<file path="config.mk">
export PLATFORM = sky130hd
export DESIGN_NAME = stc0_readback
export DESIGN_NICKNAME = d
export VERILOG_FILES = /design/src/rtl/stc0_readback.sv
export SDC_FILE = /design/constraint.sdc
export NUM_CORES = 1
export LEC_CHECK = 0
export CAP_MARGIN = 20
export CORE_UTILIZATION = 55
export CTS_CLUSTER_SIZE = 30
export DETAILED_ROUTE_END_ITERATION = 10
export PLACE_DENSITY = 0.82
export SYNTH_ARGS = -nofsm -noshare
export SYNTH_HDL_FRONTEND = slang
export SYNTH_SLANG_ARGS = --single-unit
</file>
<file path="constraint.sdc">
create_clock -name Clk -period 3.78 [get_ports Clk]
set_clock_uncertainty 0.1 [all_clocks]
set_input_delay 0.567 -clock Clk [delete_from_list [all_inputs] [get_ports Clk]]
set_output_delay 0.567 -clock Clk [all_outputs]
set_load 0.05 [all_outputs]
</file>
<file path="src/rtl/stc0_readback.sv">
// stc0 result collector: two independent sample FIFOs (FFT ports A/B) plus
// sticky status and an A-sample counter, served over a single-cycle read bus.

module stc0_readback_fifo #(
  parameter int W  = 32,
  parameter int AW = 4
) (
  input  logic          clk,
  input  logic          rst_n,
  input  logic          push_valid,
  input  logic [W-1:0]  push_data,
  input  logic          pop_req,
  output logic [W-1:0]  head,
  output logic [AW:0]   level,
  output logic          push_acc,
  output logic          pop_acc,
  output logic          ovf_evt,
  output logic          und_evt
);
  logic [W-1:0]  mem [2**AW];
  logic [AW-1:0] wptr, rptr;
  logic          full, empty;

  // level saturates at 2**AW, so its MSB alone marks full
  assign full     = level[AW];
  assign empty    = (level == '0);
  assign pop_acc  = pop_req && !empty;
  assign und_evt  = pop_req && empty;
  assign push_acc = push_valid && (!full || pop_acc);
  assign ovf_evt  = push_valid && !push_acc;
  assign head     = mem[rptr];

  always_ff @(posedge clk) begin
    if (push_acc) mem[wptr] <= push_data;
  end

  always_ff @(posedge clk or negedge rst_n) begin
    if (!rst_n) begin
      wptr  <= '0;
      rptr  <= '0;
      level <= '0;
    end else begin
      if (push_acc) wptr <= wptr + 1'b1;
      if (pop_acc)  rptr <= rptr + 1'b1;
      case ({push_acc, pop_acc})
        2'b10:   level <= level + 1'b1;
        2'b01:   level <= level - 1'b1;
        default: level <= level;
      endcase
    end
  end
endmodule

module stc0_readback #(
  parameter int DATA_WIDTH      = 16,
  parameter int FIFO_DEPTH_LOG2 = 4
) (
  input  logic                    Clk,
  input  logic                    ARst_n,
  input  logic [2*DATA_WIDTH-1:0] AIngress,
  input  logic                    AIngressValid,
  input  logic [2*DATA_WIDTH-1:0] BIngress,
  input  logic                    BIngressValid,
  input  logic [23:2]             ReadAddr,
  input  logic                    ReadReq,
  output logic [31:0]             ReadData,
  output logic                    ReadDataValid
);
  localparam int W  = 2 * DATA_WIDTH;
  localparam int AW = FIFO_DEPTH_LOG2;
  localparam int NP = 2;  // port 0 = A, port 1 = B

  logic [NP-1:0][W-1:0]  in_data, head;
  logic [NP-1:0][AW:0]   level;
  logic [NP-1:0]         in_vld, pop_req, push_acc, pop_acc, ovf_evt, und_evt;
  logic [NP-1:0]         ovf, und;
  logic [31:0]           sample_cnt, status, rd_next;
  logic                  sel, rd_status;
  logic [2:0]            off;
  logic                  unused_sink;

  assign in_data[0] = AIngress;
  assign in_data[1] = BIngress;
  assign in_vld     = {BIngressValid, AIngressValid};

  assign sel       = ReadReq && (ReadAddr[23:20] == 4'h2);
  assign off       = ReadAddr[4:2];
  assign rd_status = sel && (off == 3'd2);

  for (genvar p = 0; p < NP; p++) begin : g_port
    assign pop_req[p] = sel && (off == 3'(p));
    stc0_readback_fifo #(.W(W), .AW(AW)) u_fifo (
      .clk       (Clk),
      .rst_n     (ARst_n),
      .push_valid(in_vld[p]),
      .push_data (in_data[p]),
      .pop_req   (pop_req[p]),
      .head      (head[p]),
      .level     (level[p]),
      .push_acc  (push_acc[p]),
      .pop_acc   (pop_acc[p]),
      .ovf_evt   (ovf_evt[p]),
      .und_evt   (und_evt[p])
    );
  end

  // 8-bit level field; only a 256-deep FIFO can exceed it (full reads as 0)
  function automatic logic [7:0] lvl8(input logic [AW:0] l);
    logic [15:0] t;
    t = 16'(l);
    return t[7:0];
  endfunction

  assign status = {ovf[0], ovf[1], und[0], und[1], 12'b0,
                   lvl8(level[1]), lvl8(level[0])};

  always_comb begin
    rd_next = '0;
    if (sel) begin
      case (off)
        3'd0:    if (pop_acc[0]) rd_next = 32'(head[0]);
        3'd1:    if (pop_acc[1]) rd_next = 32'(head[1]);
        3'd2:    rd_next = status;
        3'd3:    rd_next = sample_cnt;
        default: rd_next = '0;
      endcase
    end
  end

  always_ff @(posedge Clk or negedge ARst_n) begin
    if (!ARst_n) begin
      ovf           <= '0;
      und           <= '0;
      sample_cnt    <= '0;
      ReadData      <= '0;
      ReadDataValid <= 1'b0;
    end else begin
      // a same-cycle set event survives the clearing STATUS read
      ovf <= (rd_status ? '0 : ovf) | ovf_evt;
      und <= (rd_status ? '0 : und) | und_evt;
      if (push_acc[0]) sample_cnt <= sample_cnt + 32'd1;
      ReadDataValid <= ReadReq;
      if (ReadReq) ReadData <= rd_next;
    end
  end

  assign unused_sink = ^{ReadAddr[19:5], push_acc[1]};
endmodule

</file>
Word-level counts from Yosys, hierarchy flattened
Memories as Yosys holds them, arrays and structs flattened.
Index checks and enable logic that the tools add are counted.
{"block": "word_totals", "reg_bits": 95, "latchBits": 0, "mem_bits_rw": 1024, "mem_bits_ro": 0, "inputBits": 91, "out_inout_bits": 33, "word_cells": 69, "mem_count": 2}
{"block": "op_classes", "add_sub_neg": 9, "mul": 0, "n_div": 0, "n_lt_le_gt_ge": 0, "eq_ne": 8, "shifts": 0, "mux": 12, "n_bitwise": 2, "reduce_logical": 25}
{"name": "g_port[0].u_fifo.mem", "depth": 16, "width": 32, "read_ports": 1, "rd_ports_with_merged_regs": 0, "wr": 1, "line_no": "20", "source": "logic [W-1:0] mem [2**AW];"}
{"name": "g_port[1].u_fifo.mem", "depth": 16, "width": 32, "read_ports": 1, "rd_ports_with_merged_regs": 0, "wr": 1, "line_no": "20"}
{"op": "$pmux 32 s4", "count": 1}
{"op": "$mux 32", "count": 3}
{"op": "$add 32x1->32 const B", "count": 1}
{"op": "$pmux 5 s2", "count": 2}
{"op": "$add 4x1->4 const B", "count": 4}
{"op": "$logic_and 1x1->1", "count": 12}
{"op": "$add 5x1->5 const B", "count": 2}
{"op": "$logic_not 5->1", "count": 2}
{"op": "$sub 5x1->5 const B", "count": 2}
{"op": "$eq 3x2->1 const B", "count": 2}
{"op": "$logic_not 1->1", "count": 6}
{"op": "$eq 2x1->1 const B", "count": 2}
{"op": "$eq 2x2->1 const B", "count": 2}
{"op": "$eq 4x2->1 const B", "count": 1}
{"op": "$mux 1", "count": 4}
{"op": "$mux 2", "count": 2}
{"op": "$or 2x2->2", "count": 2}
{"op": "$reduce_bool 2->1", "count": 2}
{"op": "$eq 3x1->1 const B", "count": 1}
{"op": "$logic_not 3->1", "count": 1}
{"op": "$logic_or 1x1->1", "count": 2}

Depth between registers and ports, before layout
Gate-level depths: netlist of the first run.
{"block": "depth", "ltp_word": 9, "depth_mapped": 12, "ltp_nobuf": 10}

Modules after synthesis
From an unflattened synthesis of the first run, not the netlist that was laid out.
{"block": "unflattened", "hier_cells": 2067, "hier_area_um2": 43417.9}
{"module": "stc0_readback_fifo", "n_inst": 2, "cells_per_inst": 877, "area_per_inst_um2": 19949.1, "seq_area_each_um2": 15700.1}
{"module": "stc0_readback", "n_inst": 1, "cells_per_inst": 313, "area_per_inst_um2": 3519.6, "seq_area_each_um2": 1726.7}

Least setup slack after synthesis of the first run
OpenSTA, ideal clock, no wires.
{"block": "synth_timing", "path_type": "input to register", "from": "input ReadAddr[22] in the netlist's numbering", "to": "memory g_port[0].u_fifo.mem[0][0], enable pin", "setup_ns": 0.461, "arrival_time_ns": 4.150, "required_time_ns": 3.219, "slack_ns": -0.931, "cell_stages": 7, "n_path_buf": 2, "cell_sequence": "or3b_2 o31ai_4 and2_1 buf_4 buf_4 nand2_1 nor3_1"}
{"block": "synth_via", "elab_chain_len": 8}
{"element": "start: declaration", "line_no": "64", "source": "input logic [23:2] ReadAddr,"}
{"element": "$eq 4x2->1", "line_no": "86", "source": "assign sel = ReadReq && (ReadAddr[23:20] == 4'h2);"}
{"element": "$logic_and 1x1->1", "line_no": "86"}
{"element": "$logic_and 1x1->1", "line_no": "91", "source": "assign pop_req[p] = sel && (off == 3'(p));"}
{"element": "$logic_and 1x1->1", "line_no": "27", "source": "assign pop_acc = pop_req && !empty;"}
{"element": "$logic_or 1x1->1", "line_no": "29", "source": "assign push_acc = push_valid && (!full || pop_acc);"}
{"element": "$logic_and 1x1->1", "line_no": "29"}
{"element": "$mux 1", "line_no": "34", "source": "if (push_acc) mem[wptr] <= push_data;"}
{"element": "$mux 1 (not written as such)", "line_no": "34"}
{"element": "end: declaration", "line_no": "20"}
Every way passes these cells.

Worst setup path in the final report of the first run
{"block": "layout_timing", "from": "input ReadAddr[22] in the netlist's numbering", "to": "memory g_port[0].u_fifo.mem[2][20], enable pin"}
Same word-level chain as after synthesis.

==> results of run 1 <==
flip-flops by register name (all words and copies together), names as in the netlist:
signal	count
g_port.u_fifo.mem	1024
ReadData	32
sample_cnt	32
g_port.u_fifo.level	10
g_port.u_fifo.rptr	8
g_port.u_fifo.wptr	8
ovf	2
und	2
ReadDataValid	1
cells by family (layout without fill, tap and decap cells):
family          after synthesis  count (layout)  synth area share [%]
compound gates              190             190                 3.125
fa+ha+maj                    16              16                0.4550
simple gates                305             305                 3.589
buf+inv                     144             443                 1.408
mux                         378             378                 15.08
other cells                   0               1                     0
xor+xnor                     53              53                 1.055
flops                      1119            1119                 75.29
cells in the final DEF, fill, tap and decap left out, drive strengths merged, types with 13 or more instances in the layout:
cell type,instances
and3,19
a22oi,47
nor3,26
o22ai,29
nor2,51
buf,114
nand4,13
nand3,50
nand2b,27
xor2,24
clkdlybuf4s50,107
ha,16
nor2b,14
clkbuf,146
mux2i,72
a221o,18
edfxtp,1024
xnor2,29
o21ai,13
a221oi,30
mux2,87
inv,34
dfrtp,95
clkinv,32
nand2,71
a21oi,35
mux4,219
report_power, final:
part	leakage (nW)	internal, mW	switching [mW]
clock network	1.62	5.78	4.44
logic	3.99	1.31	1.79
registers	10.5	14.6	0.609
total	16.1	21.6	6.84
per-stage QoR:
stage	utilization, %	total power [mW]	TNS (ps)
after global placement	59.95	18.25	0
after CTS	64.14	28.63	0
final	64.15	28.49	0
after global routing	64.15	29.33	0
after floorplan	-	17.03	-19880
after detailed placement	59.95	18.46	0
worst max path at each step:
stage | from | to | slack (ps)
floorplan | ReadAddr[22] | g_port[0].u_fifo.mem[4][0]$_DFFE_PP_ | -70
global placement | ReadAddr[21] | g_port[0].u_fifo.mem[0][20]$_DFFE_PP_ | 80
detailed placement | ReadAddr[22] | g_port[0].u_fifo.mem[2][21]$_DFFE_PP_ | 6
CTS | ReadAddr[22] | g_port[0].u_fifo.mem[2][21]$_DFFE_PP_ | 730
global route | ReadAddr[21] | g_port[1].u_fifo.level[4]$_DFFE_PN0P_ | 530
finish | ReadAddr[22] | g_port[0].u_fifo.mem[2][20]$_DFFE_PP_ | 690
layer usage:
layer / up-vias / GRT usage, % / wire length (um)
met5: - / 0 / 24
met4: 4 / 7.796 / 3125
met3: 202 / 4.464 / 7984
met2: 1151 / 42.00 / 51060
met1: 11770 / 32.79 / 37210
li1: 9464 / - / -
layout make-up:
class / count / area, um^2
clock buffer: 146 / 2870
antenna: 1 / 2.502
fill: 4994 / 28370
sequential: 1119 / 33150
tap: 1050 / 1314
timing repair buffer: 222 / 2337
inverter: 29 / 111.4
clock inverter: 46 / 440.4
multi-input combinational: 942 / 10540
cells in the mapped netlist (all sizes together) (18+ instances only):
cell type / count
a22oi: 47
mux2i: 72
a221oi: 30
nand3: 50
nand2: 71
edfxtp: 1024
o22ai: 29
nor2: 51
mux4: 219
mux2: 87
xor2: 24
inv: 29
clkbuf: 50
buf: 65
a21oi: 35
and3: 19
xnor2: 29
nor3: 26
a221o: 18
dfrtp: 95
nand2b: 27
worst max-delay path, stage by stage:
cell and delay (ps):
clkdlybuf4s50_1 440, or3b_2 530, buf_4 180, o31ai_4 250
and2_1 230, buf_4 230, nand2_1 280, nor3_4 280
buf_4 310
timing repair:
item                      in CTS  in global routing
hold buffers                   1                  0
hold endpoints to repair      58                  0
buffers inserted               0                  0
==> results_dict.tcl, run 1 <==
set metrics [dict create \
    worstPathArrival_ps 3340 \
    grt_max_degree 76 \
    fin_area_um2 50760 \
    die_w_um 284.8 \
    cts_tree "yes" \
    min-delay-start "und[0]$_DFF_PN0_" \
    ir_worst_vdd_uv 354.6 \
    place_area_um2 47430 \
    hold_viol_final 0 \
    hold_ws_ps 386.8 \
    maxCapViolations 0 \
    relSlewSlack_pct 32.55 \
    antenna_found_initial 4 \
    cts_inserted_buffers 103 \
    synth_area_um2 44000 \
    fp-row-count 103 \
    endpoint_kind "flip-flop" \
    wirelength_um 99410 \
    synth_nets 2312 \
    initial_utilization_pct 55.60 \
    cp.required_ps 4030 \
    slew_violations 0 \
    synthCells 2205 \
    wl_per_cell_um 27.96 \
    leakagePower_nw 16.05 \
    powerDensity_nw_per_um2 561.3 \
    worstReg2RegEnd "g_port[1].u_fifo.level[4]$_DFFE_PN0P_" \
    dp.cells 3361 \
    layout-drive-gt1-share_pct 24.52 \
    via_per_inst 6.354 \
    setup_viol 0 \
    grt_pass1_wl_um 148600 \
    max_freq_ghz 0.3237 \
    yosysWarningCount 0 \
    holdPathEnd "und[0]$_DFF_PN0_" \
    hold_path.class "flip-flop to flip-flop" \
    yosysTopAreaCell "edfxtp_1" \
    clockBufferDepth 3 \
    finalWeightedCongestion 0.8767 \
    nNetsFinal 2524 \
    synth_cell_types 57 \
    synth_top_area_share_pct 69.89 \
    ant_nets 0 \
    tightestPinTransition_ps 1010 \
    r2r_start "g_port[1].u_fifo.level[1]$_DFFE_PN0P_" \
    clk_pin_slew_ps 60 \
    grt_use_total_pct 24.76 \
    syn2layout_area_growth_pct 15.37 \
    route.detailed.drc 0 \
    dr_total_vias 22590 \
    status "complete, no violations" \
    holdPathStages 2 \
    cts_root_buffer "clkbuf_16" \
    fp.dieArea_um2 81130 \
    fin_cells 3555 \
    port_buffers 108 \
    core_area_um2 79130 \
    overflow 0 \
    rsz0062_at_grt "no" \
    critPathMaxFanout 14 \
    seq_area_frac_synth_pct 75.29 \
    grt_pass1_vias 23360 \
    yosys_most_used_dff "edfxtp_1" \
    drtIter0Drc 2624 \
    synthArstFlopShare_pct 8.490 \
    synth_edf_count 1024 \
    layout_min_cycle_time_ps 3089 \
    io_pins 124 \
    finalWorstSetupSlack_ps 691.1 \
    htreeDepth 3 \
    syn_area_per_cell_um2 19.95 \
    reg2reg_slack_ps 770 \
    timing.final.crit_share_pct 81.72 \
    synth.area.top_cells "edfxtp_1 70%, mux4_2 11%, dfrtp_1 5.4%" \
    place_ws_ps 5.633 \
    ys_ff_latch 1119 \
    clock_sinks 1119 \
    critPathLaunchType "input pin" \
    cts_resized 0 \
    worstSkewPairLatency_ps 670 \
    dp_hpwl_um 59900 \
    worstSetupPathType "input pin to flip-flop" \
    rr_worst_depth 9 \
    die_h_um 284.8 \
    dr.pass1.iters 6 \
]
Power figures use the tool's default switching activity.
==> run 2: changes to the inputs <==
Settings changed: CORE_UTILIZATION 55 to 61, PLACE_DENSITY 0.82 to 0.86.
Clock period 3.78 ns to 3.2 ns, I/O delays scaled along.
==> run 2 against run 1 <==
Cell count shrank 1.9%. Global-route usage increased by 4.0 points. Die area down 9.8%. Register-to-register slack got worse by 630 ps. Critical path type unchanged. Largest cell class unchanged.
==> results_dict.tcl, run 2 (synthesis gave the netlist of run 1 again) <==
set metrics [dict create \
    status "complete, no violations" \
    overflow 0 \
    finalWorstSetupSlack_ps 124.0 \
    dp_hpwl_um 61710 \
    grt_use_total_pct 28.73 \
    busiest_layer "met2" \
    hold_path.class "input pin to async pin" \
    place_ws_ps -499.3 \
    cts_root_buffer "clkbuf_16" \
    grt_use_met3_pct 4.873 \
    clock_sinks 1119 \
    htreeDepth 3 \
    cp.required_ps 3640 \
    worstPathArrival_ps 3520 \
    mostFrequentLayoutCell "edfxtp_1" \
    fp.dieArea_um2 73210 \
    grt_pass1_vias 24060 \
    clockBufferDepth 3 \
    fp-row-count 98 \
    use_met1_pct 37.94 \
    tightestPinTransition_ps 1107 \
    grt_max_degree 63 \
    powerDensity_nw_per_um2 668.5 \
    critPathMaxFanout 3 \
    rsz0062_at_grt "no" \
    core_area_um2 71490 \
    finalSetupTns_ps 0 \
    cts_tree "yes" \
    slew_violations 0 \
    dr.pass1.iters 6 \
    wl_per_cell_um 29.61 \
    via_per_inst 6.675 \
    finalPower_mw 34.35 \
    dr_total_vias 23280 \
    die_w_um 270.6 \
    grt_pass1_wl_um 154100 \
    crit_slowest_cell "or4b_4" \
    wirelength_um 103200 \
    clk_pin_slew_ps 60 \
    syn2layout_area_growth_pct 16.78 \
    fin_cells 3487 \
    dp.cells 3291 \
    drtIter0Drc 3128 \
    io_pins 124 \
    top_regs "g_port.u_fifo.mem: 1024 flops, ReadData: 32 flops, sample_cnt: 32 flops" \
    hold_viol_final 0 \
    leakagePower_nw 16.37 \
    max_freq_ghz 0.3251 \
    cts_inserted_buffers 106 \
    fill_cells 3807 \
    place_area_um2 47930 \
    final_util_pct 71.88 \
    worstSkewPairLatency_ps 680 \
    cp_num_buf_inv 1 \
    layout-drive-gt1-share_pct 25.96 \
    worstSetupPathType "input pin to flip-flop" \
    die_h_um 270.6 \
    antenna_found_initial 3 \
    mostFrequentLayoutCells "1024 x edfxtp_1, 219 x mux4_2, 109 x clkbuf_16" \
    nNetsFinal 2557 \
    fin_area_um2 51380 \
    route.detailed.drc 0 \
    critical-path-top-delay-family "simple AND/OR/NAND/NOR gates" \
    hold_ws_ps 346.7 \
    critPathLaunchType "input pin" \
    grtUsageMet2_pct 48.63 \
    port_buffers 108 \
    initial_utilization_pct 61.55 \
    slowest_delay_ps 550 \
    setup_viol 0 \
    ant_nets 0 \
    timing.final.crit_share_pct 96.13 \
    post_cts_buffers 0 \
    relSlewSlack_pct 26.05 \
    layout_min_cycle_time_ps 3076 \
    ir_worst_vdd_uv 521.9 \
    crit_chain "clkdlybuf4s50_1 > or4b_4 > or3_1 > nor2_1 > xor2_1 > ha_1 > and3b_1 > a311oi_1 > nor3b_1 > o221ai_1 > xnor2_1" \
    largest_reg_flops 1024 \
    endpoint_kind "flip-flop" \
    finalWeightedCongestion 0.9488 \
    regMostFlops "g_port.u_fifo.mem" \
    maxCapViolations 0 \
]
[run 2: cell types whose count changed in the layout (fill, tap and decap cells not counted), moves of 3 or more]
cell	change
buf_12	+31
clkbuf_1	-13
clkbuf_16	+5
clkinv_1	+4
clkinv_2	+4
nand2_1	-3
nand2_2	+3
[run 2: metal layers]
layer  wire length, um  up-vias
met3              9165      274
li1                  -     9543
met2             52920     1469
met1             37100    11990
met4              4014        4
met5                26        -
[run 2: path summary, 6_finish.rpt]
path                                                         end  slack (ps)  cells past startpoint                                  start
hold reg to reg                         ReadData[19]$_DFFE_PN0P_         400                      2               ReadData[19]$_DFFE_PN0P_
min in group Clk                        ReadData[19]$_DFFE_PN0P_         400                      2               ReadData[19]$_DFFE_PN0P_
hold / removal                          ReadData[18]$_DFFE_PN0P_         350                      2                                 ARst_n
setup / recovery           g_port[1].u_fifo.level[4]$_DFFE_PN0P_         120                     11                            ReadAddr[3]
max in group asynchronous  g_port[1].u_fifo.level[2]$_DFFE_PN0P_        1900                      3                                 ARst_n
setup reg to reg           g_port[1].u_fifo.level[4]$_DFFE_PN0P_         140                      9  g_port[1].u_fifo.level[2]$_DFFE_PN0P_
[run 2: final cells by class]
type / instances / area [um^2] / area share [%]
Antenna cell: 2 / 5.005 / 0.009740
Clock buffer: 136 / 2919 / 5.681
Clock inverter: 57 / 509.2 / 0.9911
Inverter: 29 / 111.4 / 0.2167
Multi-Input combinational cell: 942 / 10550 / 20.54
Sequential cell: 1119 / 33150 / 64.51
Tap cell: 950 / 1189 / 2.313
Timing Repair Buffer: 252 / 2950 / 5.742
[run 2: what timing repair did]
item,in CTS,in global routing
hold buffers,1,0
endpoints found under the setup margin,0,1
hold endpoints to repair,56,0
resized for setup,0,1
[run 2: where the power goes]
group          total, mW  internal, mW  switching [mW]
clock               12.4          7.13            5.26
sequential          17.9          17.2           0.691
combinational       4.05          1.73            2.32
[run 2: worst register-to-register path: cells and delay by family, from the launching register on]
family          cells  cell delay, ps
fa+ha+maj           1             260
compound gates      2             550
flops               1             470
xor+xnor            1             150
simple gates        4            1310
buf+inv             1             100
